### src/rtl/mc_control_fsm.sv
// mc_control_fsm: multicycle CPU control unit with its own state register.
// Decodes the IR opcode, sequences FETCH..EXEC_ZI, waits on mem_ready in memory
// states, freezes under pause, traps illegal opcodes, runs a memory watchdog and
// counts retired instructions.
// Ports:
//   clk, rst            rising-edge clock, async active-high reset
//   pause               freeze state/counters, force enables low
//   opcode              instr[31:26] from IR
//   mem_ready           memory completes the current access
//   PCWrite..ALUwrite   1-bit datapath controls
//   PCSource, ALUop, ALUsrcB, ALUsrcA   2-bit mux selects
//   state               current state (debug)
//   illegal_op          1-cycle pulse on undefined opcode trap
//   mem_timeout         1-cycle pulse on watchdog expiry
//   retired_cnt         retired instruction counter (wraps)
module mc_control_fsm #(
  parameter int unsigned OPC_W   = 6,
  parameter int unsigned CNT_W   = 32,
  parameter int unsigned TIMEOUT = 16
) (
  input  logic             clk,
  input  logic             rst,
  input  logic             pause,
  input  logic [OPC_W-1:0] opcode,
  input  logic             mem_ready,
  output logic             PCWrite,
  output logic             PCWriteCond,
  output logic             lorD,
  output logic             MemRead,
  output logic             MemWrite,
  output logic             IRWrite,
  output logic             MemToReg,
  output logic             RegWrite,
  output logic             RegDst,
  output logic             Extensrc,
  output logic             ALUwrite,
  output logic [1:0]       PCSource,
  output logic [1:0]       ALUop,
  output logic [1:0]       ALUsrcB,
  output logic [1:0]       ALUsrcA,
  output logic [3:0]       state,
  output logic             illegal_op,
  output logic             mem_timeout,
  output logic [CNT_W-1:0] retired_cnt
);

  localparam logic [3:0] S_FETCH    = 4'd0;
  localparam logic [3:0] S_DECODE   = 4'd1;
  localparam logic [3:0] S_MEM_ADDR = 4'd2;
  localparam logic [3:0] S_MEM_RD   = 4'd3;
  localparam logic [3:0] S_MEM_WB   = 4'd4;
  localparam logic [3:0] S_MEM_WR   = 4'd5;
  localparam logic [3:0] S_EXEC_R   = 4'd6;
  localparam logic [3:0] S_R_WB     = 4'd7;
  localparam logic [3:0] S_BRANCH   = 4'd8;
  localparam logic [3:0] S_JUMP     = 4'd9;
  localparam logic [3:0] S_I_WB     = 4'd10;
  localparam logic [3:0] S_LUI      = 4'd11;
  localparam logic [3:0] S_EXEC_ZI  = 4'd12;

  localparam logic [OPC_W-1:0] OP_R    = OPC_W'(6'b000000);
  localparam logic [OPC_W-1:0] OP_J    = OPC_W'(6'b000010);
  localparam logic [OPC_W-1:0] OP_BEQ  = OPC_W'(6'b000100);
  localparam logic [OPC_W-1:0] OP_ADDI = OPC_W'(6'b001000);
  localparam logic [OPC_W-1:0] OP_ANDI = OPC_W'(6'b001100);
  localparam logic [OPC_W-1:0] OP_ORI  = OPC_W'(6'b001101);
  localparam logic [OPC_W-1:0] OP_LUI  = OPC_W'(6'b001111);
  localparam logic [OPC_W-1:0] OP_LW   = OPC_W'(6'b100011);
  localparam logic [OPC_W-1:0] OP_SW   = OPC_W'(6'b101011);

  localparam int unsigned WAIT_W = (TIMEOUT > 1) ? $clog2(TIMEOUT) : 1;
  localparam logic [WAIT_W-1:0] WAIT_LAST = WAIT_W'(TIMEOUT - 1);

  logic [3:0]        next_state;
  logic [WAIT_W-1:0] wait_cnt;
  logic              trap;
  logic              timeout;
  logic              retire;
  logic              en;

  function automatic logic is_mem(input logic [3:0] s);
    return (s == S_FETCH) || (s == S_MEM_RD) || (s == S_MEM_WR);
  endfunction

  // Next state, trap/timeout/retire events; nothing advances while paused.
  always_comb begin
    next_state = state;
    trap       = 1'b0;
    timeout    = 1'b0;
    retire     = 1'b0;
    if (!pause) begin
      if ((TIMEOUT != 0) && is_mem(state) && !mem_ready && (wait_cnt == WAIT_LAST)) begin
        timeout    = 1'b1;
        next_state = S_FETCH;
      end else begin
        case (state)
          S_FETCH:    if (mem_ready) next_state = S_DECODE;
          S_DECODE: begin
            case (opcode)
              OP_LW, OP_SW, OP_ADDI: next_state = S_MEM_ADDR;
              OP_R:                  next_state = S_EXEC_R;
              OP_BEQ:                next_state = S_BRANCH;
              OP_J:                  next_state = S_JUMP;
              OP_LUI:                next_state = S_LUI;
              OP_ANDI, OP_ORI:       next_state = S_EXEC_ZI;
              default: begin
                next_state = S_FETCH;
                trap       = 1'b1;
              end
            endcase
          end
          // IR still holds the opcode, so MEM_ADDR re-dispatches on it
          S_MEM_ADDR: begin
            case (opcode)
              OP_LW:   next_state = S_MEM_RD;
              OP_SW:   next_state = S_MEM_WR;
              OP_ADDI: next_state = S_I_WB;
              default: next_state = S_FETCH;
            endcase
          end
          S_MEM_RD:   if (mem_ready) next_state = S_MEM_WB;
          S_MEM_WR:   if (mem_ready) next_state = S_FETCH;
          S_EXEC_R:   next_state = S_R_WB;
          S_LUI,
          S_EXEC_ZI:  next_state = S_I_WB;
          default:    next_state = S_FETCH;
        endcase
      end
      retire = !timeout && (next_state == S_FETCH) &&
               ((state == S_MEM_WB) || (state == S_MEM_WR) || (state == S_R_WB) ||
                (state == S_BRANCH) || (state == S_JUMP)   || (state == S_I_WB));
    end
  end

  // State, watchdog, counter and event pulse registers.
  always_ff @(posedge clk or posedge rst) begin
    if (rst) begin
      state       <= S_FETCH;
      wait_cnt    <= '0;
      retired_cnt <= '0;
      illegal_op  <= 1'b0;
      mem_timeout <= 1'b0;
    end else begin
      illegal_op  <= trap;
      mem_timeout <= timeout;
      if (!pause) begin
        state <= next_state;
        if (retire) retired_cnt <= retired_cnt + CNT_W'(1);
        if (timeout || mem_ready || ((next_state != state) && is_mem(next_state)))
          wait_cnt <= '0;
        else if ((TIMEOUT != 0) && is_mem(state))
          wait_cnt <= wait_cnt + WAIT_W'(1);
      end
    end
  end

  // Moore decode; enables are qualified by pause and by reset.
  always_comb begin
    en          = !pause && !rst;
    PCWrite     = 1'b0;
    PCWriteCond = 1'b0;
    lorD        = 1'b0;
    MemRead     = 1'b0;
    MemWrite    = 1'b0;
    IRWrite     = 1'b0;
    MemToReg    = 1'b0;
    RegWrite    = 1'b0;
    RegDst      = 1'b0;
    Extensrc    = 1'b0;
    ALUwrite    = 1'b0;
    PCSource    = 2'd0;
    ALUop       = 2'd0;
    ALUsrcB     = 2'd0;
    ALUsrcA     = 2'd0;
    case (state)
      S_FETCH: begin
        PCWrite = en && mem_ready;
        IRWrite = en && mem_ready;
        MemRead = en;
        ALUsrcB = 2'd1;
      end
      S_DECODE: begin
        ALUwrite = en;
        ALUsrcB  = 2'd2;
      end
      S_MEM_ADDR: begin
        ALUwrite = en;
        ALUsrcA  = 2'd1;
        ALUsrcB  = 2'd2;
      end
      S_MEM_RD: begin
        lorD    = 1'b1;
        MemRead = en;
      end
      S_MEM_WB: begin
        MemToReg = 1'b1;
        RegWrite = en;
      end
      S_MEM_WR: begin
        lorD     = 1'b1;
        MemWrite = en;
      end
      S_EXEC_R: begin
        ALUwrite = en;
        ALUsrcA  = 2'd1;
        ALUop    = 2'd2;
      end
      S_R_WB: begin
        RegDst   = 1'b1;
        RegWrite = en;
      end
      S_BRANCH: begin
        PCWriteCond = en;
        ALUsrcA     = 2'd1;
        ALUop       = 2'd1;
        PCSource    = 2'd1;
      end
      S_JUMP: begin
        PCWrite  = en;
        PCSource = 2'd2;
      end
      S_I_WB: RegWrite = en;
      S_LUI: begin
        ALUwrite = en;
        ALUsrcA  = 2'd2;
        ALUsrcB  = 2'd3;
      end
      S_EXEC_ZI: begin
        Extensrc = 1'b1;
        ALUwrite = en;
        ALUsrcA  = 2'd1;
        ALUsrcB  = 2'd2;
      end
      default: ;
    endcase
  end

endmodule

### config.mk
export PLATFORM = sky130hd
export DESIGN_NAME = mc_control_fsm
export DESIGN_NICKNAME = d
export VERILOG_FILES = /design/src/rtl/mc_control_fsm.sv
export SDC_FILE = /design/constraint.sdc
export NUM_CORES = 1
export LEC_CHECK = 0
export BUFFER_PORTS_ARGS = -buffer_cell sky130_fd_sc_hd__buf_4
export CAP_MARGIN = 20
export CELL_PAD_IN_SITES_DETAIL_PLACEMENT = 1
export CELL_PAD_IN_SITES_GLOBAL_PLACEMENT = 2
export CORE_UTILIZATION = 35
export CTS_BUF_LIST = sky130_fd_sc_hd__clkbuf_4
export CTS_CLUSTER_DIAMETER = 80
export CTS_CLUSTER_SIZE = 16
export DETAILED_ROUTE_END_ITERATION = 10
export PLACE_DENSITY_LB_ADDON = 0.1
export SETUP_SLACK_MARGIN = 0.4
export SLEW_MARGIN = 0
export SYNTH_ARGS = -nofsm -noshare
export SYNTH_HDL_FRONTEND = slang
export SYNTH_SLANG_ARGS = --single-unit
### constraint.sdc
create_clock -name clk -period 5.7 [get_ports clk]
set_input_delay 0.285 -clock clk [delete_from_list [all_inputs] [get_ports clk]]
set_output_delay 0.285 -clock clk [all_outputs]
set_load 0.02 [all_outputs]
Yosys cells after proc, flatten, opt, wreduce, memory -nomap -nowiden

Cells that the tools add are included.

Register bits after elaboration: 42
Output and inout bits: 57
Word-level logic and storage cells: 105

Add/subtract/negate cells: 2
Equal/unequal tests: 24
Muxes and demuxes: 34
Bitwise operators: 1
Reductions and logical operators: 39

Operator list:

| operator              | number |
|---|---|
| $add 32x1->32 const B | 1 |
| $mux 4                | 8 |
| $pmux 4 s7            | 1 |
| $eq 4x4->1 const B    | 6 |
| $eq 6x4->1 const B    | 4 |
| $pmux 4 s6            | 1 |
| $eq 4x3->1 const B    | 5 |
| $mux 1                | 18 |
| $eq 4x2->1 const B    | 3 |
| $eq 6x6->1 const B    | 2 |
| $logic_not 4->1       | 3 |
| $pmux 2 s2            | 3 |
| $pmux 4 s3            | 1 |
| $logic_or 1x1->1      | 11 |
| $reduce_or 3->1       | 3 |
| $reduce_or 9->1       | 1 |
| $reduce_or 2->1       | 4 |
| $logic_and 1x1->1     | 7 |
| $eq 6x2->1 const B    | 1 |
| $eq 6x3->1 const B    | 1 |
| $logic_not 6->1       | 1 |
| $pmux 2 s3            | 1 |
| $reduce_or 5->1       | 1 |
| $add 4x1->4 const B   | 1 |
| 8 further kinds       | 12 |

Logic depth before layout (Yosys ltp)

Depth after elaboration: 15
Gate-level depth with buffers: 12
Mapped depth without buffers: 10

Worst setup path before layout

No wires, ideal clock.

Kind: register to register
Start point: register state[2]
End point: register wait_cnt[3]
Library setup time: 0.092 ns
Arrival time: 2.627 ns
Data required time: 5.608 ns
Slack: 2.981 ns
Stages on the path, launching flop included: 10
Path buffers: 1
Clock period less this slack: 2.719 ns
Path through: dfrtp_1 -> buf_6 -> or4b_4 -> nor4_4 -> a311oi_2 -> o31a_1 -> or4_4 -> nand3_2 -> nor2_2 -> o31ai_2

Word-level cells in the longest chain between the ends: 15

Ends and longest elaborated chain:

| item                                                                | RTL line | text |
|---|---|---|
| start, declared                                                     | 41       | `output logic [3:0] state,` |
| start signal, assigned                                              | 147      | `state <= next_state;` |
| parallel branches: the longest is 15 deep, another holds $pmux 4 s7 | n/a      |  |
| end signal, assigned                                                | 152      | `wait_cnt <= wait_cnt + WAIT_W'(1);` |
| end, declared                                                       | 75       | `logic [WAIT_W-1:0] wait_cnt;` |

Parallel ways; which one is timed is not known. The select of a mux whose other input is x is not followed.
A chain may end at the register's enable or synchronous reset.

Worst setup path after layout

Start point: register state[1]
End point: register retired_cnt[18]

Word-level cells in the longest chain between the ends: 12

Ends and longest elaborated chain:

| item                                                               | RTL line | text |
|---|---|---|
| parallel branches: the longest is 9 deep, another holds $pmux 4 s7 | n/a      |  |
| $logic_and 1x1->1 (*)                                              | 129      | `retire = !timeout && (next_state == S_FETCH) &&` |
| $mux 1 (*)                                                         | 91       | `if (!pause) begin` |
| $reduce_and 2->1 (no source line) (*)                              | n/a      |  |
| end signal, assigned                                               | 148      | `if (retire) retired_cnt <= retired_cnt + CNT_W'(1);` |
| end, declared                                                      | 44       | `output logic [CNT_W-1:0] retired_cnt` |

Mark *: on every way between the ends. The select of a mux whose other input is x is not followed.

==> impl_metrics.json <==
{
  "async_reset_ff_share_pct": 100,
  "row_count": 31,
  "grt-ovfl-total": 0,
  "start_kind": "register",
  "postSynthAreaPerCell_um2": 8.86,
  "dieArea_um2": 8160,
  "routed_wl_um": 7540,
  "crit_path_cell_trace": "nor2_1, nand3_1, inv_1, nor4_1, o311a_1, a21oi_1, nor3_1, and2_1, nand4_1, xnor2_1",
  "grt_pass1_wl_um": 12800,
  "num_antenna_cells": 0,
  "path_delay_family": "simple AND/OR/NAND/NOR gates",
  "synth-compound-area-share_pct": 12.1,
  "ctsHoldBuffers": 0,
  "hpwl_um": 5470,
  "hold_viol": 0,
  "worstMarginPinSlew_ns": 0.882,
  "final_util_pct": 45.3,
  "cp.depth": 10,
  "cp_max_fo": 27,
  "grt_usage_pct": 19.3,
  "slew_viol_final": 0,
  "avgRoutedWirePerCell_um": 16.4,
  "slew_headroom_pct": 41.2,
  "min_path_type": "in2async",
  "grt_pass1_vias": 2455,
  "ioPinCount": 67,
  "crit_buf_inv": 1,
  "cp-end-kind": "register",
  "cts_buffers": 5,
  "synth_fp_nets": 320,
  "grt_antenna_before_repair": 0,
  "fin_tns_setup_ns": 0,
  "cts_setup_buffers": 0,
  "grt_max_degree": 44,
  "drv_cap": 0,
  "synth_top_family_by_area": "simple AND/OR/NAND/NOR gates",
  "rsz0062_at_grt": "false",
  "layout_common_cells": "67 x buf_4, 42 x dfrtp_1, 29 x nand2_1",
  "p_leak_nw": 1.56,
  "clock.fmax_ghz": 0.278,
  "fin_cells": 460,
  "vias_per_cell": 5.43,
  "final-setup-viol-count": 0,
  "status": "finished clean",
  "critPathArrivalTime_ns": 3.84,
  "finClkSkew_ns": 0.0225,
  "first_iter_violations": 77,
  "cts_max_level": 2,
  "synthDistinctLibCells": 63,
  "dr.pass1.iters": 4,
  "synthFlopType": "dfrtp_1",
  "slowest_stage": "dfrtp_1",
  "cellPowerDensity_nw_per_um2": 299,
  "vias": 2499,
  "initial_core_util_pct": 36.9,
  "clk_latency_ns": 0.36,
  "finalWeightedCongestion": 0.799,
  "clk_pin_slew_ns": 0.15,
  "vdd_drop_max_mv": 0.207,
  "synth_area_um2": 2730,
  "synthXorXnorAreaFrac_pct": 10.9,
  "syn_inst": 308,
  "ys_ff_latch": 42,
  "root_buffer": "clkbuf_4",
  "yosysWarnings": 0,
  "antenna_left": 0,
  "required_ns": 5.94,
  "fp.dieW_um": 90.3,
  "placedCellCount": 452,
  "synth_edf_count": 0,
  "ctsResizeCount": 0,
  "port_buffers": 66,
  "yosys.area_share.simple_pct": 30.3,
  "ff2ff_path_depth": 10,
  "slowest_delay_ns": 0.90,
  "post-route-period-util_pct": 63.0,
  "synthAdderAreaFrac_pct": 1.28,
  "period_needed_ns": 3.59,
  "cts.sinks": 42,
  "layout.nets": 372,
  "drive_above_1_share_pct": 24.4,
  "drc": 0,
  "ys_seq_area_share_pct": 38.5,
  "core_um2": 7410,
  "die_y_um": 90.3,
  "worst-setup-path-type": "reg2reg",
  "area_growth_pct": 22.9,
  "layout_commonest_cell": "buf_4",
  "cts_tree": "done",
  "clockBufferDepth": 2,
  "synth.mux.area_fraction_pct": 1.51
}
-- final cells by class --
class	instances	area [um2]
inverters	11	41.3
fillers	904	4050
clock buffers	5	37.5
flip-flops and latches	42	1050
well taps	99	124
clock inverters	3	63.8
repair buffers	67	503
multi-input cells	233	1530
-- kinds of logic (layout without fill, tap and decap cells) --
group           Yosys count  count (layout)
simple gates            145             145
compound gates           47              47
flops                    42              42
xor+xnor                 34              34
buf+inv                  33              86
mux                       4               4
fa+ha+maj                 3               3
-- stage by stage --
step | hold WS (ns) | total power [mW] | instance area, um2 | worst slack (ns)
floorplan | 0.517 | 0.645 | 2730 | 2.98
global placement | 0.460 | 0.767 | 3250 | 2.20
detailed placement | 0.463 | 0.771 | 3250 | 2.13
CTS | 0.0474 | 1.01 | 3350 | 2.09
global route | 0.0749 | 1.06 | 3350 | 1.79
finish | 0.0361 | 1.00 | 3350 | 2.11
-- final timing paths --
kind / to / slack, ns / startpoint
worst max-delay path: retired_cnt[18] / 2.11 / state[1]
worst min-delay path: retired_cnt[27] / 0.04 / rst
min in group clk: wait_cnt[3] / 0.21 / mem_ready
max in group asynchronous: retired_cnt[18] / 5.27 / rst
worst max register to register: retired_cnt[18] / 2.11 / state[1]
worst min register to register: retired_cnt[31] / 0.49 / retired_cnt[31]
-- registers in the layout, indices dropped and copies added (netlist names) --
name	count
wait_cnt	4
illegal_op	1
mem_timeout	1
state	4
retired_cnt	32
-- worst min-delay path, cell delays in order --
cell      delay (ns)
buf_4           0.11
clkinv_1        0.03
buf_4           0.44
-- synth_stat cells (all sizes together), types with 3 or more instances --
| cell type | number | share of area (%) |
|---|---|---|
| mux2i | 3 | 1.1 |
| or4b | 4 | 1.6 |
| nor4 | 8 | 2.4 |
| buf | 11 | 2.3 |
| xnor2 | 25 | 8.0 |
| and3 | 8 | 1.8 |
| nand2 | 29 | 4.0 |
| inv | 11 | 1.5 |
| o31ai | 5 | 1.6 |
| nor2 | 19 | 2.7 |
| nand2b | 8 | 1.8 |
| and4b | 3 | 1.1 |
| nand3 | 22 | 4.2 |
| a21oi | 11 | 2.0 |
| xor2 | 9 | 2.9 |
| and4 | 4 | 1.3 |
| nand4 | 8 | 1.8 |
| clkbuf | 11 | 1.5 |
| dfrtp | 42 | 38 |
| nor3 | 16 | 2.9 |
| o21ai | 12 | 2.3 |
| and2 | 3 | 0.69 |
-- report_power, final --
group / internal [mW] / total [mW] / leakage [nW] / switching (mW)
Combinational: 0.152 / 0.357 / 0.938 / 0.205
Sequential: 0.329 / 0.406 / 0.572 / 0.0776
Clock: 0.135 / 0.239 / 0.0528 / 0.104
Total: 0.615 / 1.00 / 1.56 / 0.387
-- metal layers --
layer  vias to the layer above  part of all wire, %  GRT usage, %  wire [um]
met2                        40                   48          31.0       3650
met5                         -                    0             0          0
met3                         5                  3.2          3.20        239
met4                         0                 0.68          4.03         51
li1                       1204                    -             -          -
met1                      1250                   48          27.5       3600
No activity file was read; power rests on OpenSTA's default activity.
